[src/rtl/set_scan_ctrl.sv]
// Scan controller for the circle-coverage engine: latches three circles and a set mode,
// sweeps the 8x8 grid through one combinational PE and counts points that satisfy the mode.
module set_scan_ctrl #(
  parameter int GRID_MAX = 8,
  parameter int COORD_W  = 4,
  parameter int CNT_W    = 8
) (
  input  logic                 clk,
  input  logic                 rst_n,
  input  logic                 en_i,
  input  logic [6*COORD_W-1:0] central_i,
  input  logic [3*COORD_W-1:0] radius_i,
  input  logic [1:0]           mode_i,
  output logic                 busy_o,
  output logic                 valid_o,
  output logic [CNT_W-1:0]     candidate_o,
  output logic [2*COORD_W-1:0] coord_o,
  output logic [6*COORD_W-1:0] cent_buf_o,
  output logic [3*COORD_W-1:0] r_buf_o,
  input  logic [2:0]           covered_i,
  output logic [1:0]           dbg_state_o
);

  localparam logic [1:0] ST_IDLE = 2'd0;
  localparam logic [1:0] ST_SCAN = 2'd1;
  localparam logic [1:0] ST_DONE = 2'd2;

  localparam logic [COORD_W-1:0] G_MAX = COORD_W'(GRID_MAX);
  localparam logic [COORD_W-1:0] G_ONE = COORD_W'(1);

  logic [1:0]           state_q, state_d;
  logic [6*COORD_W-1:0] cent_q, cent_d;
  logic [3*COORD_W-1:0] rad_q, rad_d;
  logic [1:0]           mode_q, mode_d;
  logic [COORD_W-1:0]   x_q, x_d, y_q, y_d;
  logic [CNT_W-1:0]     count_q, count_d;
  logic [CNT_W-1:0]     cand_q, cand_d;
  logic                 busy_q, busy_d;
  logic                 valid_q, valid_d;

  logic                 a, b, c, pred, last_pt;
  logic [CNT_W-1:0]     count_inc;

  assign a = covered_i[2];
  assign b = covered_i[1];
  assign c = covered_i[0];

  always_comb begin
    pred = 1'b0;
    case (mode_q)
      2'd0:    pred = a;
      2'd1:    pred = a & b;
      2'd2:    pred = a ^ b;
      default: pred = (a & b & ~c) | (a & ~b & c) | (~a & b & c);
    endcase
  end

  assign last_pt   = (x_q == G_MAX) && (y_q == G_MAX);
  assign count_inc = count_q + CNT_W'(pred);

  // Handshake: busy_o is high from the first SCAN cycle through the DONE cycle; valid_o
  // pulses for the single DONE cycle, when candidate_o first shows the new count.
  always_comb begin
    state_d = state_q;
    cent_d  = cent_q;
    rad_d   = rad_q;
    mode_d  = mode_q;
    x_d     = x_q;
    y_d     = y_q;
    count_d = count_q;
    cand_d  = cand_q;
    busy_d  = busy_q;
    valid_d = 1'b0;
    case (state_q)
      ST_IDLE: begin
        busy_d = 1'b0;
        if (en_i) begin
          cent_d  = central_i;
          rad_d   = radius_i;
          mode_d  = mode_i;
          x_d     = G_ONE;
          y_d     = G_ONE;
          count_d = '0;
          busy_d  = 1'b1;
          state_d = ST_SCAN;
        end
      end
      ST_SCAN: begin
        count_d = count_inc;
        if (last_pt) begin
          // Coordinate parks at the last point so the PE never sees an off-grid value.
          cand_d  = count_inc;
          valid_d = 1'b1;
          state_d = ST_DONE;
        end else if (x_q < G_MAX) begin
          x_d = x_q + G_ONE;
        end else begin
          x_d = G_ONE;
          y_d = y_q + G_ONE;
        end
      end
      ST_DONE: begin
        busy_d  = 1'b0;
        state_d = ST_IDLE;
      end
      default: begin
        busy_d  = 1'b0;
        state_d = ST_IDLE;
      end
    endcase
  end

  always_ff @(posedge clk) begin
    if (!rst_n) begin
      state_q <= ST_IDLE;
      cent_q  <= '0;
      rad_q   <= '0;
      mode_q  <= '0;
      x_q     <= G_ONE;
      y_q     <= G_ONE;
      count_q <= '0;
      cand_q  <= '0;
      busy_q  <= 1'b0;
      valid_q <= 1'b0;
    end else begin
      state_q <= state_d;
      cent_q  <= cent_d;
      rad_q   <= rad_d;
      mode_q  <= mode_d;
      x_q     <= x_d;
      y_q     <= y_d;
      count_q <= count_d;
      cand_q  <= cand_d;
      busy_q  <= busy_d;
      valid_q <= valid_d;
    end
  end

  assign busy_o      = busy_q;
  assign valid_o     = valid_q;
  assign candidate_o = cand_q;
  assign coord_o     = {x_q, y_q};
  assign cent_buf_o  = cent_q;
  assign r_buf_o     = rad_q;
  assign dbg_state_o = state_q;

endmodule

[config.mk]
export PLATFORM = sky130hd
export DESIGN_NAME = set_scan_ctrl
export DESIGN_NICKNAME = d
export VERILOG_FILES = /design/src/rtl/set_scan_ctrl.sv
export SDC_FILE = /design/constraint.sdc
export NUM_CORES = 1
export LEC_CHECK = 0
export ABC_AREA = 1
export CAP_MARGIN = 20
export CORE_AREA = 10 10 86 88
export CTS_BUF_LIST = sky130_fd_sc_hd__clkbuf_2
export DETAILED_ROUTE_END_ITERATION = 10
export DIE_AREA = 0 0 96 98
export PLACE_DENSITY = 0.85
export SLEW_MARGIN = 40
export SYNTH_ARGS = -nofsm -noshare
export SYNTH_HDL_FRONTEND = slang
export SYNTH_SLANG_ARGS = --single-unit
[constraint.sdc]
create_clock -name clk -period 5.4 [get_ports clk]
set_input_delay 1.08 -clock clk [delete_from_list [all_inputs] [get_ports clk]]
set_output_delay 1.08 -clock clk [all_outputs]
set_load 0.01 [all_outputs]
# After elaboration in Yosys (flattened, before gate mapping)
# Index checks and enable logic that the tools add are counted.
# totals
elab_cells	62
out_inout_bits	56
register_bits	66
# op_classes
n_addsub	3
bitwise_logic	12
mux	16
reduce_logical	11
eq_ne	9
order_cmp	1
# ops
op	n
$mux W4	5
$pmux W4 S2	2
$pmux W8 S2	1
$reduce_and A2 Y1	5
$add A4 B1 Y4 const B	2
$add A8 B1 Y8	1
$eq A4 B4 Y1 const B	2
$mux W8	1
$ne A2 B2 Y1 const B	4
$and A1 B1 Y1	6
$eq A2 B1 Y1 const B	2
$logic_not A2 Y1	2
$lt A4 B4 Y1 const B	1
$mux W2	2
$pmux W2 S2	1
$reduce_and A4 Y1	1
$not A1 Y1	3
$pmux W1 S3	1
$reduce_and A3 Y1	1
$eq A2 B2 Y1 const B	1
$mux W1	2
$or A1 B1 Y1	2
$pmux W1 S2	1
$reduce_bool A2 Y1	1
2 further kinds	2

# Logic depth before layout (Yosys ltp)
# depth
depth_word	8
mapped_depth	15

# Worst setup path after synthesis
# Ideal clock, no wire load.
# synth_path
kind	in2reg
startpoint	input port covered_i[1]
endpoint	register count_q[6]
slack_ns	2.843
n_path_buf	0
setup_ns	0.070
t_arrival_ns	2.487
stages	14
cell_sequence	inv_1 ha_1 nor2_1 o31ai_1 inv_1 ha_1 ha_1 nand2_1 inv_1 nand2_1 nor2_1 nand2_1 nand3_1 a21oi_1
# synth_via
elab_chain_len	8
# synth_rtl
element	line_no	text
from (decl)	20	input logic [2:0] covered_i,
$not A1 Y1	54	default: pred = (a & b & ~c) | (a & ~b & c) | (~a & b & c);
$and A1 B1 Y1 (2 in a row)	54	
$or A1 B1 Y1 (2 in a row)	54	
$pmux W1 S3 *	50	case (mode_q)
$add A8 B1 Y8 *	59	assign count_inc = count_q + CNT_W'(pred);
$pmux W8 S2 *	74	case (state_q)
to (signal assigned)	132	count_q <= count_d;
to (decl)	36	logic [CNT_W-1:0] count_q, count_d;
# Every way passes the cells marked *; elsewhere a longest branch is shown, timed or not.
# A chain may end at the register's enable or synchronous reset.

# Worst setup path after layout
# layout_path
startpoint	input port covered_i[1]
endpoint	register cand_q[6] (netlist: candidate_o[6])
# layout_via
elab_chain_len	7
# layout_rtl
element	line_no	text
$not A1 Y1	54	
$and A1 B1 Y1 (2 in a row)	54	
$or A1 B1 Y1 (2 in a row)	54	
$pmux W1 S3 *	50	
$add A8 B1 Y8 *	59	
to (signal assigned)	133	cand_q <= cand_d;
to (decl)	37	logic [CNT_W-1:0] cand_q, cand_d;
# Marked as above.

==> flow_metrics.tcl <==
set metrics [dict create \
    achievable-frequency_ghz 0.351 \
    worst_slew_margin_rel_pct 51.0 \
    synth.yosys.seq_area_share_pct 48.9 \
    antenna_cells 0 \
    setup.worst_path.start_class "input port" \
    placement.io_buffers 99 \
    period_needed_ns 2.85 \
    yosysWarningCount 0 \
    initial_antenna_violation_count 0 \
    clkSinkCount 66 \
    worstMarginPinSlew_ns 0.732 \
    cts_resized 0 \
    number_of_remaining_drc_errors 0 \
    cts.repair_timing.setup_buffer_count 0 \
    globalRouteTotalUtil_pct 15.6 \
    number_of_slew_limit_violations_in_the_final_report 0 \
    route.vias.total 2630 \
    detailedPlace.worstSlack_ns 2.06 \
    htreeDepth 3 \
    crit_required_ns 5.77 \
    place.detailed.instances 525 \
    setup-violations-final 0 \
    floorplan.die.width_um 96 \
    run_status "finished, final reports clean" \
    p_total_w 0.000987 \
    post_cts_hold_buffer_count 0 \
    finish.cell_count_without_fillers 540 \
    critPathMaxFanout 3 \
    area_of_the_core_region_um2 5750 \
    final_common_cell "clkdlybuf4s50_1" \
    number_of_global_route_vias_before_repair 2537 \
    clk_path_buf_depth 2 \
    boundaryPins 100 \
    tritoncts.num_buffers 9 \
    gp_routability_congestion 0.821 \
    finish.net_count 514 \
    peakVddDrop_uv 138 \
    timing_hold_violations_final 0 \
    synth.lib_cells_used.distinct 25 \
    syn_avg_cell_area_um2 7.40 \
    power_per_cell_area_nw_per_um2 259 \
    timing.max_cap.violations 0 \
    design.die.area_um2 9410 \
    final_critical_path_setup_slack_ns 2.55 \
    timing.hold.ws_ns 0.478 \
    vias_per_cell 4.87 \
    row_count 28 \
    period_utilization_pct 52.8 \
    post_synth_inst_count 365 \
    drt-pass1-iter-count 6 \
    synthesis.area_um2 2700 \
    detailedPlacementHpwl_um 5460 \
    die_h_um 98 \
    endpoint_kind "register" \
    synth-seq-cells 66 \
    final_clock_skew_ns 0.0160 \
    drtAntennaViolNets 0 \
    drt_wl_total_um 7440 \
    timing.setup.critical_path_class "in -> reg" \
    grt_pass1_wl_um 12000 \
    clkTransAtPathRegs_ns 0.17 \
    ctsRootBufferMaster "clkbuf_2" \
    finalSetupTns_ns 0 \
    starting_utilization_of_the_core_area_pct 47.0 \
    grt_start_max_net_pins 50 \
    syn_nets 418 \
    drive_gt1_share_pct 4.95 \
    drt-initial-drc-count 94 \
    hold_path_class "reg -> reg" \
    rsz0062_at_grt "false" \
    power.leakage_nw 1.57 \
    routed_wire_length_per_instance_um 13.8 \
    timing.critical_path.arrival_ns 3.22 \
    area_growth_syn_to_layout_pct 41.0 \
    clock_latency_late_sink_ns 0.47 \
    layout.cells.most_common_list "clkdlybuf4s50_1, nor2_1, dfxtp_1, nand2_1, o21ai_0" \
    clock_tree_from_tritoncts "built" \
    gr-total-overflow 0 \
]
## metrics by stage
stage | utilization, % | instance area, um2
2_1_floorplan | - | 2700
3_3_place_gp | 64.7 | 3720
3_5_place_dp | 64.7 | 3720
4_1_cts | 66.3 | 3810
5_1_grt | 66.3 | 3810
6_report | 66.3 | 3810
## layout make-up
| type | instances | area (um2) |
|---|---|---|
| fillers | 497 | 1940 |
| repair buffers | 100 | 998 |
| inverters | 28 | 108 |
| multi-input cells | 256 | 1190 |
| clock buffers | 9 | 45.0 |
| flip-flops and latches | 66 | 1320 |
| well taps | 75 | 93.8 |
| clock inverters | 6 | 48.8 |
## state kept, by name, summed over array words and instances (netlist names)
signal       flops
busy_o           1
candidate_o      8
cent_buf_o      24
count_q          8
dbg_state_o      2
mode_q           2
r_buf_o         12
valid_o          1
x_q              4
y_q              4
## cells by family (layout without fill, tap and decap cells)
logic type	Yosys count	in the layout	synth area share (%)
flops	66	66	48.9
xor+xnor	3	3	0.972
simple gates	177	177	26.4
fa+ha+maj	9	9	4.17
compound gates	67	67	12.7
buf+inv	43	143	6.90
## synth_stat cells
| master | n | area, um2 |
|---|---|---|
| nor2_2 | 4 | 25.0 |
| o21bai_1 | 1 | 7.51 |
| nand2_1 | 65 | 244 |
| buf_2 | 4 | 20.0 |
| clkinv_1 | 1 | 3.75 |
| ha_1 | 9 | 113 |
| o211ai_1 | 1 | 7.51 |
| a21oi_1 | 22 | 110 |
| nand3_2 | 2 | 20.0 |
| inv_1 | 23 | 86.3 |
| clkbuf_2 | 2 | 10.0 |
| nand2_2 | 1 | 6.26 |
| clkbuf_1 | 5 | 18.8 |
| nor2_4 | 1 | 11.3 |
| buf_4 | 4 | 30.0 |
| dfxtp_1 | 66 | 1320 |
| o21ai_1 | 6 | 30.0 |
| nor2_1 | 94 | 353 |
| nand4_1 | 3 | 18.8 |
| o31ai_1 | 1 | 7.51 |
| o21ai_0 | 36 | 180 |
| inv_4 | 1 | 6.26 |
| nand3_1 | 7 | 35.0 |
| inv_2 | 3 | 11.3 |
| xor2_1 | 3 | 26.3 |
## worst max-delay path: stages
cell and delay [ns]:
clkdlybuf4s50_1 0.51, inv_1 0.06, ha_1 0.27, nor2_1 0.04, o31ai_1 0.26, inv_1 0.08, ha_1 0.21, ha_1 0.20
nand2_1 0.09, inv_1 0.05, nand2_1 0.07, o21bai_1 0.09, a21oi_1 0.15, nor2_1 0.06
## power breakdown
part,internal (W),total (W),switching (W)
clock,0.0000974,0.000256,0.000159
combinational,0.000101,0.000195,0.0000939
sequential,0.000517,0.000535,0.0000179
## layer usage
metal,part of all wire [%],track usage (%)
met5,0,0
met4,1.2,6.02
met3,9.5,5.36
met2,47,25.5
met1,42,18.1
## final timing paths
path,from,to,slack (ns),cells after the start
worst max-delay path,covered_i[1],candidate_o[6],2.55,14
worst min register to register,candidate_o[0],candidate_o[0],0.48,2
worst max register to register,mode_q[1],count_q[6],3.53,12
worst min-delay path,candidate_o[0],candidate_o[0],0.48,2
No activity file was read; power rests on OpenSTA's default activity.
==> variant: new RTL, config.mk and constraints unchanged <==
Reset style: asynchronous (`rst_n`), changed in one clocked block.
--- a/src/rtl/set_scan_ctrl.sv
+++ b/src/rtl/set_scan_ctrl.sv
@@ -111,5 +111,5 @@
   end
 
-  always_ff @(posedge clk) begin
+  always_ff @(posedge clk or negedge rst_n) begin
     if (!rst_n) begin
       state_q <= ST_IDLE;
Behaviour: differs if rst_n is asserted again (counterexample within 4 cycles, from zero or initial values and one cycle with rst_n low); with rst_n held inactive, the same outputs for 10 cycles.
==> variant against the unedited design <==
  * Register-to-register slack better by 0.11 ns
  * Hold slack better by 0.012 ns
  * Clock power increased by 31%
  * Synthesized cell count fell by 4.9%
  * Count of clock-buffer cells in the layout increased by 1
  * Sequential cell count unchanged
  * Sequential share of layout area increased by 5.1 points
  * Wire length up 6.2%
  * Setup slack improved by 0.096 ns
  * Area after synthesis up 11%
  * Die area did not move
  * Power increased by 4.4%
  * Design area rose by 9.1%
==> variant: results (changes against the unedited design) <==
- The share of layout cells above drive strength 1 is 0.0732 (+0.0237).
- The area of placed instances was 0.00402 mm2 (+8.1%).
- The global-route track usage on met1 is 0.201 (+0.0198).
- The biggest cell delay along the critical path is 0.62 ns (+0.11 ns).
- The multi-input combinational cell count is 243 (-5.1%).
- The met3 routing resource usage after global routing came to 0.104 (+0.0505).
- The flip-flop count of the largest register after layout came to 24 (unchanged).
- The launching point of the worst reg2reg path is y_q[0].
- The top cell family by delay on the critical path is flip-flops.
- The layout clock buffer count is 10 (+1).
- The signal arrival time at the worst endpoint is 1.68 ns (-1.54 ns).
- The count of TritonRoute iterations in the first routing pass is 5 (-1).
- The fraction of synthesis flops using an asynchronous set or reset pin is 1.00 (+1.00).
- The run finished with clean final reports.
- The detailed-route via count came to 2662 (+1.2%).
- The worst-case clock skew came to 0.0213 ns (+0.00527 ns).
- The synthesized netlist net count is 400 (-4.3%).
- The number of instances in the placed design is 510 (-2.9%).
- The non-clock inverter count in the final layout is 24 (-14%).
- The number of flip-flops and latches is 66 (unchanged).
- Counting instances in the post-synthesis netlist gives the leading cell types as 145 x nand2_1, 64 x dfrtp_1, 47 x nand3_1.
- The HPWL after detailed placement is 5640 um (+3.5%).
- The pin count of the biggest net entering global routing is 67 (+34%).
- The clock insertion delay at the later pin of the skew report came to 0.50 ns (+0.03 ns).
- The switching power as a share of total power is 0.278 (+0.00361).
- The routed wire length was 7910 um (+6.2%).
- The clock tree cell share of total cell area is 0.0316 (+0.00698).
- The post-layout net count came to 499 (-2.9%).
- The sequential area share after synthesis came to 0.552 (+0.0629).
- The total routing usage reported by global routing is 0.173 (+0.0172).
- The largest fanout on the critical path is 5 (+2).
- In the synthesized netlist the dominant register cell turns out to be dfrtp_1.
- For this design, the slowest cell found on the critical path is dfstp_2.
- The number of standard cells in the layout, taps in and fillers out was 526 (-2.6%).
- The final weighted congestion of routability-driven global placement is 0.875 (+6.6%).
- The area of the multi-input gates came to 0.00117 mm2 (-1.8%).
- The total of plain and repair buffers excluding clock buffers is 102 (+2.0%).
- The antenna diode instance count is 0 (unchanged).
- The count of mapped cells out of synthesis is 347 (-4.9%).
- The transition time at the pin with the least slew margin is 0.596 ns (-0.136 ns).
- The met2 track demand over resource was 0.256 (+0.00104).
- The clock slew at the register clock pins of the worst setup and hold paths is 0.20 ns (+0.03 ns).
- The leakage power total came to 2.15 nW (+36%).
- The non-clock buffer contribution to total cell area came to 0.244 (-0.0185).
- The fraction of area in multi-input gates is 0.282 (-0.0313).
- The average cell area after synthesis is 8.64 um2 (+17%).
- The number of buffers created by CTS was 9 (unchanged).
- The maximum vdd drop is 0.000179 V (+29%).
- Yosys attributes the largest share of cell area to dfrtp_1 53%, nand2_1 18%, nand3_1 7.8%.
- The count of different cell masters after synthesis was 25 (unchanged).
- The sequential share of cell area came to 0.398 (+0.0512).
==> variant: cell count changes in the layout (fill, tap and decap cells not counted), moves of 31 or more <==
cell,unedited run,this run
nand2_1,65,145
dfxtp_1,66,0
nand3_1,7,47
dfrtp_1,0,64
nor2_1,94,10
o21ai_0,36,5
==> variant: kinds of logic (layout without fill, tap and decap cells) <==
logic type | count (synthesis) | after routing | synth area share
AO/OA/AOI/OAI | 11 | 11 | 0.0230
XOR/XNOR | 4 | 4 | 0.0117
adder cells (fa/ha/maj) | 9 | 9 | 0.0376
buffers and inverters | 38 | 142 | 0.0593
flip-flops | 66 | 66 | 0.552
AND/OR/NAND/NOR | 219 | 219 | 0.317
==> variant: worst paths after layout <==
kind,cells past startpoint,slack (ns),to
min in group asynchronous,2,0.61,x_q[1]
setup / recovery,1,2.64,coord_o[4]
hold / removal,2,0.49,cent_buf_o[13]
setup reg to reg,8,3.64,candidate_o[0]
hold reg to reg,2,0.49,cent_buf_o[13]
max in group asynchronous,2,4.34,cent_buf_o[10]
==> variant: layer usage <==
metal	vias to the layer above	part of all wire
met3	12	0.13
li1	1295	-
met5	-	0
met4	0	0.014
met1	1258	0.41
met2	97	0.45
==> variant: power groups by stage <==
stage / Clock [mW] / Combinational (mW) / Sequential [mW]
after floorplan: 0 / 0.0835 / 0.551
final: 0.335 / 0.142 / 0.553
after detailed placement: 0 / 0.143 / 0.559
after global placement: 0 / 0.136 / 0.557
after global routing: 0.366 / 0.162 / 0.558
after CTS: 0.342 / 0.143 / 0.551
==> variant: tightest hold or removal path: cells and delay by family, from the launching register on <==
| kind | cells | cell delay (ns) |
|---|---|---|
| DFF | 1 | 0.38 |
| and+or+nand+nor | 2 | 0.09 |
